<file path="src/rtl/bcd_counter_chain_if.sv">
// Control/data bundle for the BCD counter chain.
// The master drives the count controls; the slave (counter) returns count and flags.
interface bcd_counter_chain_if #(
  parameter int DIGITS = 4
);
  logic                  ena;
  logic                  up_dn;
  logic                  clr;
  logic                  load;
  logic [4*DIGITS-1:0]   load_val;
  logic [4*DIGITS-1:0]   Qdata;
  logic [DIGITS-1:0]     match;
  logic                  tc;
  logic                  load_err;

  modport master (
    output ena, up_dn, clr, load, load_val,
    input  Qdata, match, tc, load_err
  );

  modport slave (
    input  ena, up_dn, clr, load, load_val,
    output Qdata, match, tc, load_err
  );
endinterface

</file>
<file path="src/rtl/bcd_counter_chain.sv">
// Multi-digit BCD up/down counter with programmable terminal value, load/clear,
// per-digit match flags and registered wrap / load-reject pulses.
module bcd_counter_chain #(
  parameter int                  DIGITS     = 4,
  parameter logic [4*DIGITS-1:0] LIMIT      = 16'h9675,
  parameter bit                  MATCH_HOLD = 1'b0
) (
  input  logic            clk,
  input  logic            rst,
  bcd_counter_chain_if.slave bus
);
  localparam int W = 4 * DIGITS;

  logic [W-1:0]      count_q, count_d;
  logic [W-1:0]      inc_val, dec_val;
  logic              tc_q, tc_d;
  logic              err_q, err_d;
  logic [DIGITS-1:0] match_c;
  logic              illegal;
  logic              ld_digits_ok;
  logic              load_ok;
  logic              at_limit;
  logic              at_zero;

  if (DIGITS < 1 || DIGITS > 8) begin : g_bad_digits
    $error("bcd_counter_chain: DIGITS must be 1..8");
  end

  for (genvar g = 0; g < DIGITS; g++) begin : g_lim_chk
    if (LIMIT[4*g +: 4] > 4'd9) begin : g_bad_nibble
      $error("bcd_counter_chain: LIMIT nibble is not a BCD digit");
    end
  end

  // Ripple carry/borrow across digits: a digit steps only when all lower digits wrap.
  always_comb begin
    logic carry;
    logic borrow;
    carry        = 1'b1;
    borrow       = 1'b1;
    illegal      = 1'b0;
    ld_digits_ok = 1'b1;
    match_c      = '0;
    inc_val      = count_q;
    dec_val      = count_q;
    for (int i = 0; i < DIGITS; i++) begin
      if (count_q[4*i +: 4] > 4'd9)      illegal      = 1'b1;
      if (bus.load_val[4*i +: 4] > 4'd9) ld_digits_ok = 1'b0;
      match_c[i] = (count_q[4*i +: 4] == LIMIT[4*i +: 4]);
      if (carry)
        inc_val[4*i +: 4] = (count_q[4*i +: 4] == 4'd9) ? 4'd0 : count_q[4*i +: 4] + 4'd1;
      if (borrow)
        dec_val[4*i +: 4] = (count_q[4*i +: 4] == 4'd0) ? 4'd9 : count_q[4*i +: 4] - 4'd1;
      carry  = carry  & (count_q[4*i +: 4] == 4'd9);
      borrow = borrow & (count_q[4*i +: 4] == 4'd0);
    end
  end

  assign at_limit = (count_q == LIMIT);
  assign at_zero  = (count_q == '0);
  // With every nibble valid, packed binary order equals BCD magnitude order.
  assign load_ok  = ld_digits_ok && (bus.load_val <= LIMIT);

  always_comb begin
    count_d = count_q;
    tc_d    = 1'b0;
    err_d   = 1'b0;
    if (bus.clr) begin
      count_d = '0;
    end else if (bus.load) begin
      if (load_ok) count_d = bus.load_val;
      else         err_d   = 1'b1;
    end else if (bus.ena) begin
      if (illegal) begin
        count_d = '0;
      end else if (bus.up_dn) begin
        if (at_limit) begin
          count_d = '0;
          tc_d    = 1'b1;
        end else begin
          count_d = inc_val;
        end
      end else begin
        if (at_zero) begin
          count_d = LIMIT;
          tc_d    = 1'b1;
        end else begin
          count_d = dec_val;
        end
      end
    end
  end

  always_ff @(posedge clk or posedge rst) begin
    if (rst) begin
      count_q <= '0;
      tc_q    <= 1'b0;
      err_q   <= 1'b0;
    end else begin
      count_q <= count_d;
      tc_q    <= tc_d;
      err_q   <= err_d;
    end
  end

  if (MATCH_HOLD) begin : g_match_reg
    logic [DIGITS-1:0] match_q;
    always_ff @(posedge clk or posedge rst) begin
      if (rst) match_q <= '0;
      else     match_q <= match_c;
    end
    assign bus.match = match_q;
  end else begin : g_match_comb
    assign bus.match = match_c;
  end

  assign bus.Qdata    = count_q;
  assign bus.tc       = tc_q;
  assign bus.load_err = err_q;
endmodule

</file>
<file path="src/flat_wrapper.sv">
// flat-port wrapper written by rule: the top's interface ports become plain ports
module bcd_counter_chain_flat 
#(
  parameter int                  DIGITS     = 4,
  parameter logic [4*DIGITS-1:0] LIMIT      = 16'h9675,
  parameter bit                  MATCH_HOLD = 1'b0
)
  (clk, rst, bus_ena, bus_up_dn, bus_clr, bus_load, bus_load_val, bus_Qdata, bus_match, bus_tc, bus_load_err);
  bcd_counter_chain_if #(.DIGITS(DIGITS)) bus_i ();
  input  logic clk;
  input  logic rst;
  input wire logic [$bits(bus_i.ena)-1:0] bus_ena;
  input wire logic [$bits(bus_i.up_dn)-1:0] bus_up_dn;
  input wire logic [$bits(bus_i.clr)-1:0] bus_clr;
  input wire logic [$bits(bus_i.load)-1:0] bus_load;
  input wire logic [$bits(bus_i.load_val)-1:0] bus_load_val;
  output wire logic [$bits(bus_i.Qdata)-1:0] bus_Qdata;
  output wire logic [$bits(bus_i.match)-1:0] bus_match;
  output wire logic [$bits(bus_i.tc)-1:0] bus_tc;
  output wire logic [$bits(bus_i.load_err)-1:0] bus_load_err;
  assign bus_i.ena = bus_ena;
  assign bus_i.up_dn = bus_up_dn;
  assign bus_i.clr = bus_clr;
  assign bus_i.load = bus_load;
  assign bus_i.load_val = bus_load_val;
  assign bus_Qdata = bus_i.Qdata;
  assign bus_match = bus_i.match;
  assign bus_tc = bus_i.tc;
  assign bus_load_err = bus_i.load_err;
  bcd_counter_chain #(.DIGITS(DIGITS), .LIMIT(LIMIT), .MATCH_HOLD(MATCH_HOLD)) u_core (.clk(clk), .rst(rst), .bus(bus_i));
endmodule
</file>
<file path="config.mk">
export PLATFORM = sky130hd
export DESIGN_NAME = bcd_counter_chain_flat
export DESIGN_NICKNAME = d
export VERILOG_FILES = /design/src/rtl/bcd_counter_chain_if.sv /design/src/rtl/bcd_counter_chain.sv /design/src/flat_wrapper.sv
export SDC_FILE = /design/constraint.sdc
export NUM_CORES = 1
export LEC_CHECK = 0
export ABC_AREA = 1
export CAP_MARGIN = 20
export CORE_ASPECT_RATIO = 1.2
export CORE_MARGIN = 2
export CORE_UTILIZATION = 50
export CTS_CLUSTER_SIZE = 12
export DETAILED_ROUTE_END_ITERATION = 12
export GPL_TIMING_DRIVEN = 0
export PLACE_DENSITY_LB_ADDON = 0.25
export REMOVE_ABC_BUFFERS = 1
export SLEW_MARGIN = 15
export SYNTH_ARGS = -nofsm -noshare
export SYNTH_HDL_FRONTEND = slang
export SYNTH_SLANG_ARGS = --single-unit
</file>
<file path="constraint.sdc">
create_clock -name clk -period 3.5 [get_ports clk]
set_input_delay 0.7 -clock clk [delete_from_list [all_inputs] [get_ports clk]]
set_output_delay 0.7 -clock clk [all_outputs]
set_load 0.05 [all_outputs]
</file>
# Word level (Yosys, flattened, before mapping)
# Index checks and enable logic that the tools add are counted.
[totals]
regBits = 18
out_inout_bits = 22
wordCells = 93
[op_classes]
add_sub_neg = 8
order_cmp = 9
n_eq_ne = 12
mux = 40
bitwise = 4
n_reduce_logical = 14
[op_table]
columns = ["cell", "count"]
rows = [
  ["$mux 16", 8],
  ["$mux 4", 14],
  ["$gt 4x4->1 const B", 8],
  ["$mux 1", 18],
  ["$ne 6x1->1 const B", 3],
  ["$reduce_bool 6->1", 3],
  ["$add 4x1->4 const B", 4],
  ["$eq 16x16->1 const B", 1],
  ["$eq 4x4->1 const B", 4],
  ["$le 16x16->1 const B", 1],
  ["$logic_not 16->1", 1],
  ["$logic_not 4->1", 4],
  ["$sub 4x1->4 const B", 4],
  ["$eq 4x3->1 const B", 3],
  ["$reduce_and 4->1", 3],
  ["$and 1x1->1", 4],
  ["$ne 3x2->1 const B", 1],
  ["$reduce_bool 3->1", 1],
  ["$reduce_and 2->1", 1],
  ["$logic_and 1x1->1", 1],
]

# Depth between registers and ports, before layout
[depth]
depth_word = 10
ltp_mapped = 13

# Worst setup path after synthesis
# Ideal clock, no wire load.
[synth_timing]
path_kind = "reg-to-reg"
startpoint = "register u_core.count_q[2], in the netlist u_core.bus.Qdata[2]"
endpoint = "register u_core.count_q[14], in the netlist u_core.bus.Qdata[14]"
setup_ns = 0.118
arrival_ns = 2.062
setup_slack_ns = 1.320
path_stages_with_launch = 10
cell_sequence = "dfrtp_1 inv_2 nor3_4 nand3_2 nand2_1 nor2_1 nor2_4 nand3_2 nand2_1 nand2_1"
[synth_between]
elab_chain_len = 9
elab_cells_between_ends = 23
[synth_rtl]
columns = ["element", "line_no", "source"]
rows = [
  ["start, declared", "bcd_counter_chain.sv:14", "logic [W-1:0] count_q, count_d;"],
  ["start signal, assigned", "bcd_counter_chain.sv:100", "count_q <= count_d;"],
  ["$gt 4x4->1", "bcd_counter_chain.sv:47", "if (count_q[4*i +: 4] > 4'd9) illegal = 1'b1;"],
  ["$mux 1 (4 in a row)", "bcd_counter_chain.sv:47", ""],
  ["$mux 16", "bcd_counter_chain.sv:74", "if (illegal) begin"],
  ["$mux 16", "bcd_counter_chain.sv:73", "end else if (bus.ena) begin"],
  ["$mux 16", "bcd_counter_chain.sv:70", "end else if (bus.load) begin"],
  ["$mux 16", "bcd_counter_chain.sv:68", "if (bus.clr) begin"],
]
# Several ways; a longest one is shown, not always the timed one. The select of a mux whose other input is x is not followed.
# A chain may end at the register's enable or synchronous reset.

# Worst setup path in the final report
[layout_timing]
startpoint = "register u_core.count_q[1], in the netlist u_core.bus.Qdata[1]"
endpoint = "output bus_match[0]"
[layout_between]
elab_chain_len = 1
[layout_rtl]
columns = ["element", "line_no", "source"]
rows = [
  ["$eq 4x3->1", "bcd_counter_chain.sv:49", "match_c[i] = (count_q[4*i +: 4] == LIMIT[4*i +: 4]);"],
  ["end, declared", "flat_wrapper.sv:18", "output wire logic [$bits(bus_i.match)-1:0] bus_match;"],
]
# No other way between the ends.

==> results by group <==
Global route
  • Number of global-route vias before repair: 2103
  • Pin count of the biggest net entering global routing: 20
  • GR Util All Layers: 0.278
  • Antenna violations before repair: 0
  • GRT Residual Overflow: 0
  • First-pass GRT wire length: 9.41 mm

Synth
  • Mapped cell area: 2000 µm²
  • Synth Register Bits: 18
  • Syn Inst Count: 343
  • YS warnings: 0
  • Post-synthesis sequential area ratio: 0.225
  • Post-synth cell types: 24
  • Avg Cell Area, Syn: 5.84 µm²

Setup path
  • Reg2Reg Capture Point: u_core.bus.Qdata[6]$_DFFE_PP0P_
  • Worst path required time: 2.80 ns
  • Arrival @ worst endpoint: 1.97 ns
  • Crit. End Element: output pin
  • CP max FO: 6
  • WS Path Type: reg2out
  • Worst setup SP type: register
  • RR Startpoint: u_core.bus.Qdata[2]$_DFFE_PP0P_
  • R2R setup slack: 1.66 ns
  • FF-to-FF path depth: 9

Run
  • Max_cap viols: 0

Timing
  • Slew at the pin with the worst max-slew slack: 0.733 ns
  • Tcrit/Tclk final: 0.762
  • RSZ-0062 raised after global routing: no
  • Max Fclk: 375 MHz
  • Clock Skews: 0.00212 ns
  • Final setup violation count: 0
  • Slew Viols, Final: 0
  • Final Hold Fails: 0
  • Slew margin rel.: 0.511
  • Final setup TNS: 0 ns
  • Final hold slack: 0.616 ns
  • Final min period: 2.67 ns

Cells and area
  • Share of layout cells above drive strength 1: 0.0911
  • # nets final: 408
  • Post-layout util: 0.649
  • Layout area overhead: 25.7%
  • Non-filler cells, final: 438
  • Fillers: 398
  • Area of the multi-input gates: 1370 µm²
  • Area occupied by registers: 450 µm²
  • Antenna diodes: 0

Outcome
  • Status: finished clean

Floorplan
  • Num ports: 44
  • Site row count: 25
  • Die ar.: 4530 µm²
  • Initial core utilization: 0.516
  • Die width: 61.8 µm
  • Chip height: 73.3 µm
  • Core Area: 3880 µm²

Min path
  • Min-delay src: u_core.bus.Qdata[10]$_DFFE_PP0P_
  • HP Class: reg2reg
  • Hold Path Stages: 2
  • Worst Hold End: u_core.bus.Qdata[10]$_DFFE_PP0P_

Drt
  • Via/cell ratio: 5.37
  • Routed wire length: 5.69 mm
  • Routed Antenna Nets: 0
  • First-iteration detailed-routing DRC count: 187
  • DR WL/cell: 13.0 µm
  • DRC viols: 0
  • Router iterations before antenna repair: 5
  • Vias: 2354

Clock network
  • CTS buffer count: 3
  • Post-cts resize count: 0
  • CTS root buf: clkbuf_8
  • Clock buffer depth: 2
  • Hold_buf cts: 0
  • H-tree depth: 1
  • Sink Count: 18
  • CTS tree: done
  • Clk slew on worst S/H paths: 0.07 ns
  • # Post-CTS Setup Buffers: 0
  • Clock latency at the later pin of the worst-skew pair: 0.26 ns

Placement
  • DP Cell Count: 435
  • Port Buffer Count: 43
  • DPL Wire Length: 4.37 mm
  • GPL Wtd Cong: 0.969

Power
  • P_leak: 1.25 nW
  • Overall Power: 1.23 mW
  • Peak supply drop: 0.249 mV
  • Power per cell area: 487 nW/µm²
==> routing by layer <==
| layer | share of wire | vias up | GRT usage |
|---|---|---|---|
| li1 | - | 1197 | - |
| met2 | 0.50 | 87 | 0.478 |
| met4 | 0.015 | 0 | 0.0804 |
| met3 | 0.066 | 10 | 0.0264 |
| met5 | 0 | - | 0 |
| met1 | 0.42 | 1060 | 0.361 |
==> placed cells by master, fill, tap and decap left out, types with 2 or more instances in the layout <==
cell | synthesis | final
nor2_4 | 8 | 8
o21ai_0 | 25 | 25
nand3_4 | 2 | 2
o21ai_1 | 2 | 2
nor2_1 | 40 | 40
clkdlybuf4s50_1 | 0 | 43
nor3_1 | 4 | 4
clkbuf_8 | 0 | 3
inv_2 | 4 | 4
nand3_1 | 39 | 39
nand3_2 | 6 | 6
a21oi_1 | 12 | 12
nand2_1 | 117 | 117
nand4_1 | 12 | 12
nor2_2 | 6 | 6
nand2_4 | 2 | 2
dfrtp_1 | 18 | 18
inv_1 | 36 | 36
==> state kept, by name (all words and copies together) (netlist names) <==
signal and count:
u_core.bus.Qdata 16, u_core.bus.load_err 1, u_core.bus.tc 1
==> final cells by class <==
cell class | count | share of cell area
inverters | 40 | 0.0597
well taps | 54 | 0.0269
clock buffers | 3 | 0.0164
multi-input cells | 279 | 0.543
repair buffers | 44 | 0.176
flip-flops and latches | 18 | 0.179
==> cell usage after synthesis (all sizes together) <==
master | instances | area [µm²]
nor2 | 54 | 278
nand4 | 12 | 75.1
buf | 4 | 28.8
dfrtp | 18 | 450
clkbuf | 2 | 7.51
nor3 | 5 | 36.3
nor2b | 1 | 6.26
nand2 | 120 | 468
o21ai | 27 | 135
a21oi | 13 | 76.3
nand3 | 47 | 290
inv | 40 | 150
==> logic make-up (layout without fill, tap and decap cells) <==
family / Yosys count / count (layout) / share of synthesized area
compound gates: 40 / 40 / 0.106
simple gates: 239 / 239 / 0.576
flops: 18 / 18 / 0.225
buf+inv: 46 / 87 / 0.0931
==> worst max path at each step <==
stage / start / endpoint / slack [ns] / cells after the start
floorplan: u_core.bus.Qdata[2]$_DFFE_PP0P_ / u_core.bus.Qdata[14]$_DFFE_PP0P_ / 1.32 / 9
global placement: bus_load / u_core.bus.Qdata[7]$_DFFE_PP0P_ / 0.41 / 7
detailed placement: bus_up_dn / u_core.bus.Qdata[3]$_DFFE_PP0P_ / 0.75 / 7
CTS: u_core.bus.Qdata[4]$_DFFE_PP0P_ / bus_match[1] / 0.84 / 3
global route: bus_up_dn / u_core.bus.Qdata[11]$_DFFE_PP0P_ / 0.69 / 9
finish: u_core.bus.Qdata[1]$_DFFE_PP0P_ / bus_match[0] / 0.83 / 4
==> worst max-delay path, stage by stage (launching register included) <==
cell and delay (ns):
dfrtp_1 0.44, inv_1 0.09, nand2_1 0.10, nor3_4 0.22, clkdlybuf4s50_1 0.86
==> power by group <==
| group | total (mW) | leakage (nW) | switching [mW] | internal, mW |
|---|---|---|---|---|
| Combinational | 0.744 | 0.992 | 0.493 | 0.251 |
| Clock | 0.148 | 0.0216 | 0.0716 | 0.0767 |
| Sequential | 0.333 | 0.237 | 0.0862 | 0.247 |
| Total | 1.23 | 1.25 | 0.651 | 0.574 |
==> per-stage QoR <==
step / cell area, µm² / worst slack [ns]
after floorplan: 1970 / 1.32
after global placement: 2460 / 0.409
after detailed placement: 2470 / 0.750
after CTS: 2520 / 0.840
after global routing: 2520 / 0.692
final: 2520 / 0.833
Note: power is estimated with default switching activity, not from simulation.
